## src/rtl/aes_pkg.sv

```systemverilog
// Shared AES definitions: S-box, GF(2^8) doubling, column count and FSM state type.
// The S-box is a ROM table, indexed with byte 0x00 at the lowest bit index.
package aes_pkg;

   localparam int Nb = 4;

   typedef enum logic [1:0] {
      ST_IDLE  = 2'd0,
      ST_ROUND = 2'd1,
      ST_DONE  = 2'd2
   } state_e;

   localparam logic [0:2047] SBOX_TBL = {
      128'h637c777bf26b6fc53001672bfed7ab76,
      128'hca82c97dfa5947f0add4a2af9ca472c0,
      128'hb7fd9326363ff7cc34a5e5f171d83115,
      128'h04c723c31896059a071280e2eb27b275,
      128'h09832c1a1b6e5aa0523bd6b329e32f84,
      128'h53d100ed20fcb15b6acbbe394a4c58cf,
      128'hd0efaafb434d338545f9027f503c9fa8,
      128'h51a3408f929d38f5bcb6da2110fff3d2,
      128'hcd0c13ec5f974417c4a77e3d645d1973,
      128'h60814fdc222a908846eeb814de5e0bdb,
      128'he0323a0a4906245cc2d3ac629195e479,
      128'he7c8376d8dd54ea96c56f4ea657aae08,
      128'hba78252e1ca6b4c6e8dd741f4bbd8b8a,
      128'h703eb5664803f60e613557b986c11d9e,
      128'he1f8981169d98e949b1e87e9ce5528df,
      128'h8ca1890dbfe6426841992d0fb054bb16
   };

   function automatic logic [7:0] sbox(input logic [7:0] b);
      return SBOX_TBL[int'(b) * 8 +: 8];
   endfunction

   function automatic logic [7:0] xtime(input logic [7:0] b);
      return {b[6:0], 1'b0} ^ (b[7] ? 8'h1b : 8'h00);
   endfunction

endpackage

```

## src/rtl/aes_round.sv

```systemverilog
// One combinational AES round: SubBytes, ShiftRows, optional MixColumns, AddRoundKey.
// Byte i of the state is bits [8*i +: 8]; column c holds bytes 4c..4c+3 (row = byte index mod 4).
module aes_round
   import aes_pkg::*;
(
   input  logic [0:127] state_in,
   input  logic [0:127] rkey,
   input  logic         is_final,
   output logic [0:127] state_out
);

   logic [7:0] sb [16];
   logic [7:0] sr [16];
   logic [7:0] mc [16];

   always_comb begin
      for (int i = 0; i < 16; i++) begin
         sb[i] = sbox(state_in[8*i +: 8]);
      end
      // Row r rotates left by r columns.
      for (int c = 0; c < Nb; c++) begin
         for (int r = 0; r < 4; r++) begin
            sr[4*c + r] = sb[4*((c + r) % Nb) + r];
         end
      end
      for (int c = 0; c < Nb; c++) begin
         mc[4*c + 0] = xtime(sr[4*c]) ^ xtime(sr[4*c+1]) ^ sr[4*c+1] ^ sr[4*c+2] ^ sr[4*c+3];
         mc[4*c + 1] = sr[4*c] ^ xtime(sr[4*c+1]) ^ xtime(sr[4*c+2]) ^ sr[4*c+2] ^ sr[4*c+3];
         mc[4*c + 2] = sr[4*c] ^ sr[4*c+1] ^ xtime(sr[4*c+2]) ^ xtime(sr[4*c+3]) ^ sr[4*c+3];
         mc[4*c + 3] = xtime(sr[4*c]) ^ sr[4*c] ^ sr[4*c+1] ^ sr[4*c+2] ^ xtime(sr[4*c+3]);
      end
      for (int i = 0; i < 16; i++) begin
         state_out[8*i +: 8] = (is_final ? sr[i] : mc[i]) ^ rkey[8*i +: 8];
      end
   end

endmodule

```

## src/rtl/aes_cipher_iter.sv

```systemverilog
// Iterative AES encryptor: one round per clock through a single shared aes_round.
// Handshake: a transfer happens on a rising edge where valid and ready are both high.
module aes_cipher_iter
   import aes_pkg::*;
#(
   parameter int Nk = 4,
   parameter int Nr = Nk + 6
) (
   input  logic                   clk,
   input  logic                   rst_n,
   input  logic                   in_valid,
   output logic                   in_ready,
   input  logic [0:127]           plaintext,
   input  logic [0:128*(Nr+1)-1]  keys,
   output logic                   out_valid,
   input  logic                   out_ready,
   output logic [0:127]           ciphertext,
   output logic                   busy
);

   localparam logic [3:0] NR_LAST = 4'(Nr);

   state_e       state_q, state_d;
   logic [0:127] state_reg_q, state_reg_d;
   logic [3:0]   rnd_q, rnd_d;
   logic [0:127] rkey;
   logic [0:127] round_out;
   logic         last_round;

   // Constant-index mux keeps every key slice in range for any Nk.
   always_comb begin
      rkey = '0;
      for (int r = 1; r <= Nr; r++) begin
         if (rnd_q == 4'(r)) rkey = keys[128*r +: 128];
      end
   end

   assign last_round = (rnd_q == NR_LAST);

   aes_round u_round (
      .state_in  (state_reg_q),
      .rkey      (rkey),
      .is_final  (last_round),
      .state_out (round_out)
   );

   always_ff @(posedge clk or negedge rst_n) begin
      if (!rst_n) begin
         state_q     <= ST_IDLE;
         state_reg_q <= '0;
         rnd_q       <= '0;
      end else begin
         state_q     <= state_d;
         state_reg_q <= state_reg_d;
         rnd_q       <= rnd_d;
      end
   end

   always_comb begin
      state_d     = state_q;
      state_reg_d = state_reg_q;
      rnd_d       = rnd_q;
      in_ready    = 1'b0;
      out_valid   = 1'b0;
      busy        = 1'b1;
      case (state_q)
         ST_IDLE: begin
            in_ready = 1'b1;
            busy     = 1'b0;
            if (in_valid) begin
               state_reg_d = plaintext ^ keys[0:127];
               rnd_d       = 4'd1;
               state_d     = ST_ROUND;
            end
         end
         ST_ROUND: begin
            state_reg_d = round_out;
            if (last_round) state_d = ST_DONE;
            else            rnd_d   = rnd_q + 4'd1;
         end
         ST_DONE: begin
            out_valid = 1'b1;
            if (out_ready) state_d = ST_IDLE;
         end
         default: state_d = ST_IDLE;
      endcase
   end

   assign ciphertext = out_valid ? state_reg_q : '0;

endmodule
```

## config.mk

```make
export PLATFORM = sky130hd
export DESIGN_NAME = aes_cipher_iter
export DESIGN_NICKNAME = d
export VERILOG_FILES = /design/src/rtl/aes_pkg.sv /design/src/rtl/aes_round.sv /design/src/rtl/aes_cipher_iter.sv
export SDC_FILE = /design/constraint.sdc
export NUM_CORES = 2
export LEC_CHECK = 0
export CORE_AREA = 10 10 651 653
export CTS_CLUSTER_SIZE = 40
export DETAILED_ROUTE_END_ITERATION = 10
export DIE_AREA = 0 0 661 663
export GPL_ROUTABILITY_DRIVEN = 1
export PLACE_DENSITY = 0.36
export SLEW_MARGIN = 20
export SYNTH_ARGS = -nofsm -noshare
export SYNTH_HDL_FRONTEND = slang
export SYNTH_SLANG_ARGS = --single-unit
```

## constraint.sdc

```tcl
create_clock -name clk -period 8.1 [get_ports clk]
set_input_delay 1.62 -clock clk [delete_from_list [all_inputs] [get_ports clk]]
set_output_delay 1.62 -clock clk [all_outputs]
set_load 0.05 [all_outputs]
```

# After elaboration in Yosys (flattened, before gate mapping)
# Cells that the tools add are included.
# totals
regBits,134
inputBits,1540
out_inout_bits,131
wordCells,209
# classes
n_addsub,1
eq_ne,16
shift,16
muxes,55
bitwise,113
n_reduce_logical,5
# ops
cell,count
2048-bit by 32-bit indexed part select with 2049-bit output (first input constant),16
128-bit two-way mux,12
8-bit XOR,96
11-bit NOT with 32-bit output,16
128-bit one-hot mux with 2 select lines,1
8-bit two-way mux,16
128-bit XOR,1
5-bit two-way mux,16
4-bit by 3-bit == test with 1-bit output (second input constant),4
4-bit == test (second input constant),3
4-bit by 2-bit == test with 1-bit output (second input constant),2
4-bit two-way mux,2
4-bit one-hot mux with 2 select lines,1
2-bit two-way mux,3
2-bit inequality test (second input constant),3
2-bit one-hot mux with 3 select lines,1
3-bit AND reduction,2
4-bit by 1-bit adder with 4-bit output (second input constant),1
4-bit by 1-bit == test with 1-bit output (second input constant),1
1-bit two-way mux,3
2-bit by 1-bit == test with 1-bit output (second input constant),1
2-bit == test (second input constant),1
2-bit zero test,1
2-bit by 1-bit inequality test with 1-bit output (second input constant),1
2 further kinds,2

# Depth between registers and ports, before layout
# depth
ltp_word,13
ltp_mapped,18
ltp_nobuf,14

# Modules after synthesis
# From an unflattened synthesis, not the netlist that was laid out.
# hier_totals
hier_cells,11755
hier_area_um2,80337.0
# by_module_without_submodules
module,instances,cells_per_inst,area_per_inst_um2,seq_area_each_um2
aes_round,1,9156,60971.0,0.0
aes_cipher_iter,1,2599,19366.1,3353.2

# Worst setup path after synthesis
# Ideal clock, no wire load.
# synth_path
path_type,register to register
start,register state_reg_q[86] (netlist bit)
end,register state_reg_q[14] (netlist bit)
setup_ps,71
arrival_time_ps,4379
required_time_ps,8029
slack_ps,3650
path_stages_with_launch,15
n_path_buf,2
period_less_slack_ps,4450
cell_sequence,dfrtp_1 clkbuf_1 inv_1 ha_1 clkbuf_1 nand2b_1 and2_4 mux4_2 mux4_2 a211oi_4 xor2_1 xnor3_1 xnor3_1 or3b_1 nand4_1
# synth_via
elab_chain_len,10
# synth_rtl
item,line,rtl
from (decl),aes_cipher_iter.sv:24,"logic [0:127] state_reg_q, state_reg_d;"
from (signal assigned),aes_cipher_iter.sv:54,state_reg_q <= state_reg_d;
11-bit NOT with 32-bit output (implied by the code) *,aes_pkg.sv:33,return SBOX_TBL[int'(b) * 8 +: 8];
2048-bit by 32-bit indexed part select with 2049-bit output *,aes_pkg.sv:33,
5-bit two-way mux,aes_pkg.sv:37,"return {b[6:0], 1'b0} ^ (b[7] ? 8'h1b : 8'h00);"
8-bit XOR,aes_pkg.sv:37,
8-bit XOR,aes_round.sv:28,mc[4*c + 1] = sr[4*c] ^ xtime(sr[4*c+1]) ^ xtime(sr[4*c+2]) ^ sr[4*c+2] ^ sr[4*c+3];
8-bit XOR * (2 in a row),aes_round.sv:28,
8-bit two-way mux *,aes_round.sv:33,state_out[8*i +: 8] = (is_final ? sr[i] : mc[i]) ^ rkey[8*i +: 8];
8-bit XOR *,aes_round.sv:33,
128-bit one-hot mux with 2 select lines *,aes_cipher_iter.sv:66,case (state_q)
# Mark *: on every way between the ends. The rest lies on a longest branch, timed or not.
# A chain may end at the register's enable or synchronous reset.

# Worst setup path after layout
# layout_path
start,register state_reg_q[119] (netlist bit)
end,register state_reg_q[46] (netlist bit)
# The elaborated chain is that of the path after synthesis.

==> impl_metrics.tcl <==
set metrics [dict create \
    synth_edf_count 0 \
    reg2reg_depth 11 \
    outcome "finished, final reports clean" \
    max_cap_viol_count 0 \
    crit_fanout 22 \
    worstSetupPathType "reg -> reg" \
    area_growth_pct 29.7 \
    clockBufferDepth 2 \
    ys_ff_latch 134 \
    grt_pass1_wl_um 1080000 \
    cts_buffers 17 \
    cts_resized 0 \
    hpwlAfterDp_um 688000 \
    gp_congestion 1.02 \
    ys_top_cells_by_count "o21ai_0 (976), a21oi_1 (938), nor2_1 (844)" \
    crit_arrival_ns 6.59 \
    crit_chain "inv_1 > ha_1 > nand2b_1 > nand2_1 > mux4_2 > mux4_2 > a211oi_2 > xnor2_1 > xnor2_1 > xnor2_1 > a211oi_2" \
    overflow 0 \
    num_rows 236 \
    yosysUniqueCellTypes 119 \
    synth-async-reset-ratio_pct 100 \
    coreArea_mm2 0.411 \
    worst_pin_slew_ns 1.38 \
    cts.htree.levels 4 \
    fin_nets 13800 \
    root_buffer "clkbuf_16" \
    cts_hold_buf 0 \
    slowest_delay_ns 0.97 \
    crit_path_end_kind "register" \
    cp.depth 11 \
    drv_slew 0 \
    hold_path.class "reg -> reg" \
    grt_pass1_vias 101000 \
    dieArea_mm2 0.438 \
    drt-initial-drc-count 17300 \
    synthFlopType "dfrtp_1" \
    crit_family "compound AO/OA/AOI/OAI gates" \
    max_slew_margin_pct 7.39 \
    worst-path-buf-inv 1 \
    dieHeight_um 663 \
    startpoint_type "register" \
    hold_slack_ns 0.527 \
    cts_setup_buffers 0 \
    synth-seq-area-share_pct 4.33 \
    yosysTopAreaCell "mux4_2" \
    path_common_cell "xnor2_1" \
    setup_viol 0 \
    die_width_um 661 \
    synth_top_area_share_pct 8.60 \
    grt_usage_pct 36.2 \
    finClkSkew_ns 0.0210 \
    wirelength_um 842000 \
    tritoncts "built" \
    synth.most_common_cell "o21ai_0" \
    yosys_warnings 0 \
    post-route-period-util_pct 76.7 \
    clkSlewWorstSetupHoldPaths_ns 0.08 \
    cp_slowest_cell "dfrtp_1" \
    fmax_mhz 161 \
    ff2ff_setup_slack_ns 1.88 \
    grt_max_degree 108 \
    ant_nets 0 \
    finalCriticalPeriod_ns 6.22 \
    portBuffers 1670 \
    syn_avg_cell_area_um2 6.85 \
    syn_inst 11300 \
    netlist_area_mm2 0.0775 \
    clk_latency_ns 0.56 \
    antenna_found_initial 358 \
    io_pins 1671 \
    yosys-top-cells-area "mux4_2 (8.6%), o21ai_0 (6.3%), a21oi_1 (6.1%)" \
    wl_per_cell_um 47.4 \
    drc 0 \
    numClockSinks 134 \
    drtPass1Iterations 9 \
    tns_ns 0 \
    synth_nets 13100 \
    hold_viol 0 \
    required_ns 8.48 \
    start_util_pct 18.8 \
    via_per_inst 6.14 \
    vias 109000 \
    drive_above_1_share_pct 10.2 \
    final_util_pct 24.4 \
    rsz0062_at_grt "false" \
    hold_depth 2 \
]
## through the flow
stage / worst slack (ns) / area [um2] / std cells
after floorplan: 3.65 / 77500 / 11300
after global placement: 2.20 / 99200 / 17500
after detailed placement: 2.23 / 99300 / 17500
after CTS: 2.19 / 99900 / 17500
after global routing: 1.82 / 100000 / 17700
final: 1.88 / 101000 / 17800
## routing by layer
layer / share of wire (%) / wire length [um] / vias to the layer above / track usage (%)
met3: 9.9 / 83100 / 1540 / 10.3
met5: 0.14 / 1210 / - / 0
li1: - / - / 44800 / -
met1: 39 / 329000 / 54900 / 44.7
met2: 43 / 361000 / 7688 / 55.1
met4: 8.1 / 68000 / 184 / 23.1
## flip-flops by register name, indices dropped and copies added (netlist names)
name         flops
state_q          2
rnd_q            4
state_reg_q    128
## kinds of logic after synthesis
| logic type | count (synthesis) | share of synthesized area [%] |
|---|---|---|
| adders and majority gates | 238 | 3.84 |
| DFF | 134 | 4.33 |
| and+or+nand+nor | 3561 | 22.7 |
| AOI/OAI and AO/OA | 4498 | 39.5 |
| muxes | 483 | 11.1 |
| buffers and inverters | 1607 | 8.64 |
| xor gates and xnor gates | 800 | 9.90 |
## worst register-to-register path: cells and delay by family (launching register included)
family	cells	cell delay, ns
compound gates	2	1.44
buf+inv	1	0.35
simple gates	2	0.45
xor+xnor	3	0.81
flops	1	0.97
mux	2	1.08
fa+ha+maj	1	0.92
## worst paths after layout
| check | startpoint | to |
|---|---|---|
| setup / recovery | state_reg_q[119] | state_reg_q[46] |
| min in group asynchronous | rst_n | state_reg_q[42] |
| setup reg to reg | state_reg_q[119] | state_reg_q[46] |
| hold / removal | state_reg_q[14] | state_reg_q[14] |
| max in group asynchronous | rst_n | state_reg_q[60] |
| hold reg to reg | state_reg_q[14] | state_reg_q[14] |
## cells in the final DEF, fill, tap and decap left out, drive strengths merged, types with 88 or more instances in the layout
cell	Yosys	final
o31ai	125	125
nor2b	284	284
o21ai	995	995
mux4	296	296
or2	117	117
diode	0	220
dfrtp	134	134
nand2b	309	309
a211oi	197	197
xnor2	505	505
nand2	804	804
and2	117	117
mux2i	124	124
nor3	386	386
ha	238	238
o311ai	157	157
clkdlybuf4s50	0	1669
o22ai	88	88
xor2	248	248
o221ai	114	114
nand3	347	347
a22oi	234	234
inv	162	164
a21oi	938	938
buf	572	449
a311oi	167	167
a31oi	220	220
nor2	845	845
o211ai	298	298
a221oi	241	241
## cell type report
class	instances	area, um2
Timing Repair Buffer	2119	20400
Inverter	196	736
Clock buffer	21	460
Fill cell	46400	311000
Multi-Input combinational cell	9580	68000
Antenna cell	220	551
Clock inverter	11	171
Tap cell	5474	6850
Sequential cell	134	3470
Power is not shown: default switching activity piles up to over one toggle a cycle in this logic, so the estimate is an artifact.
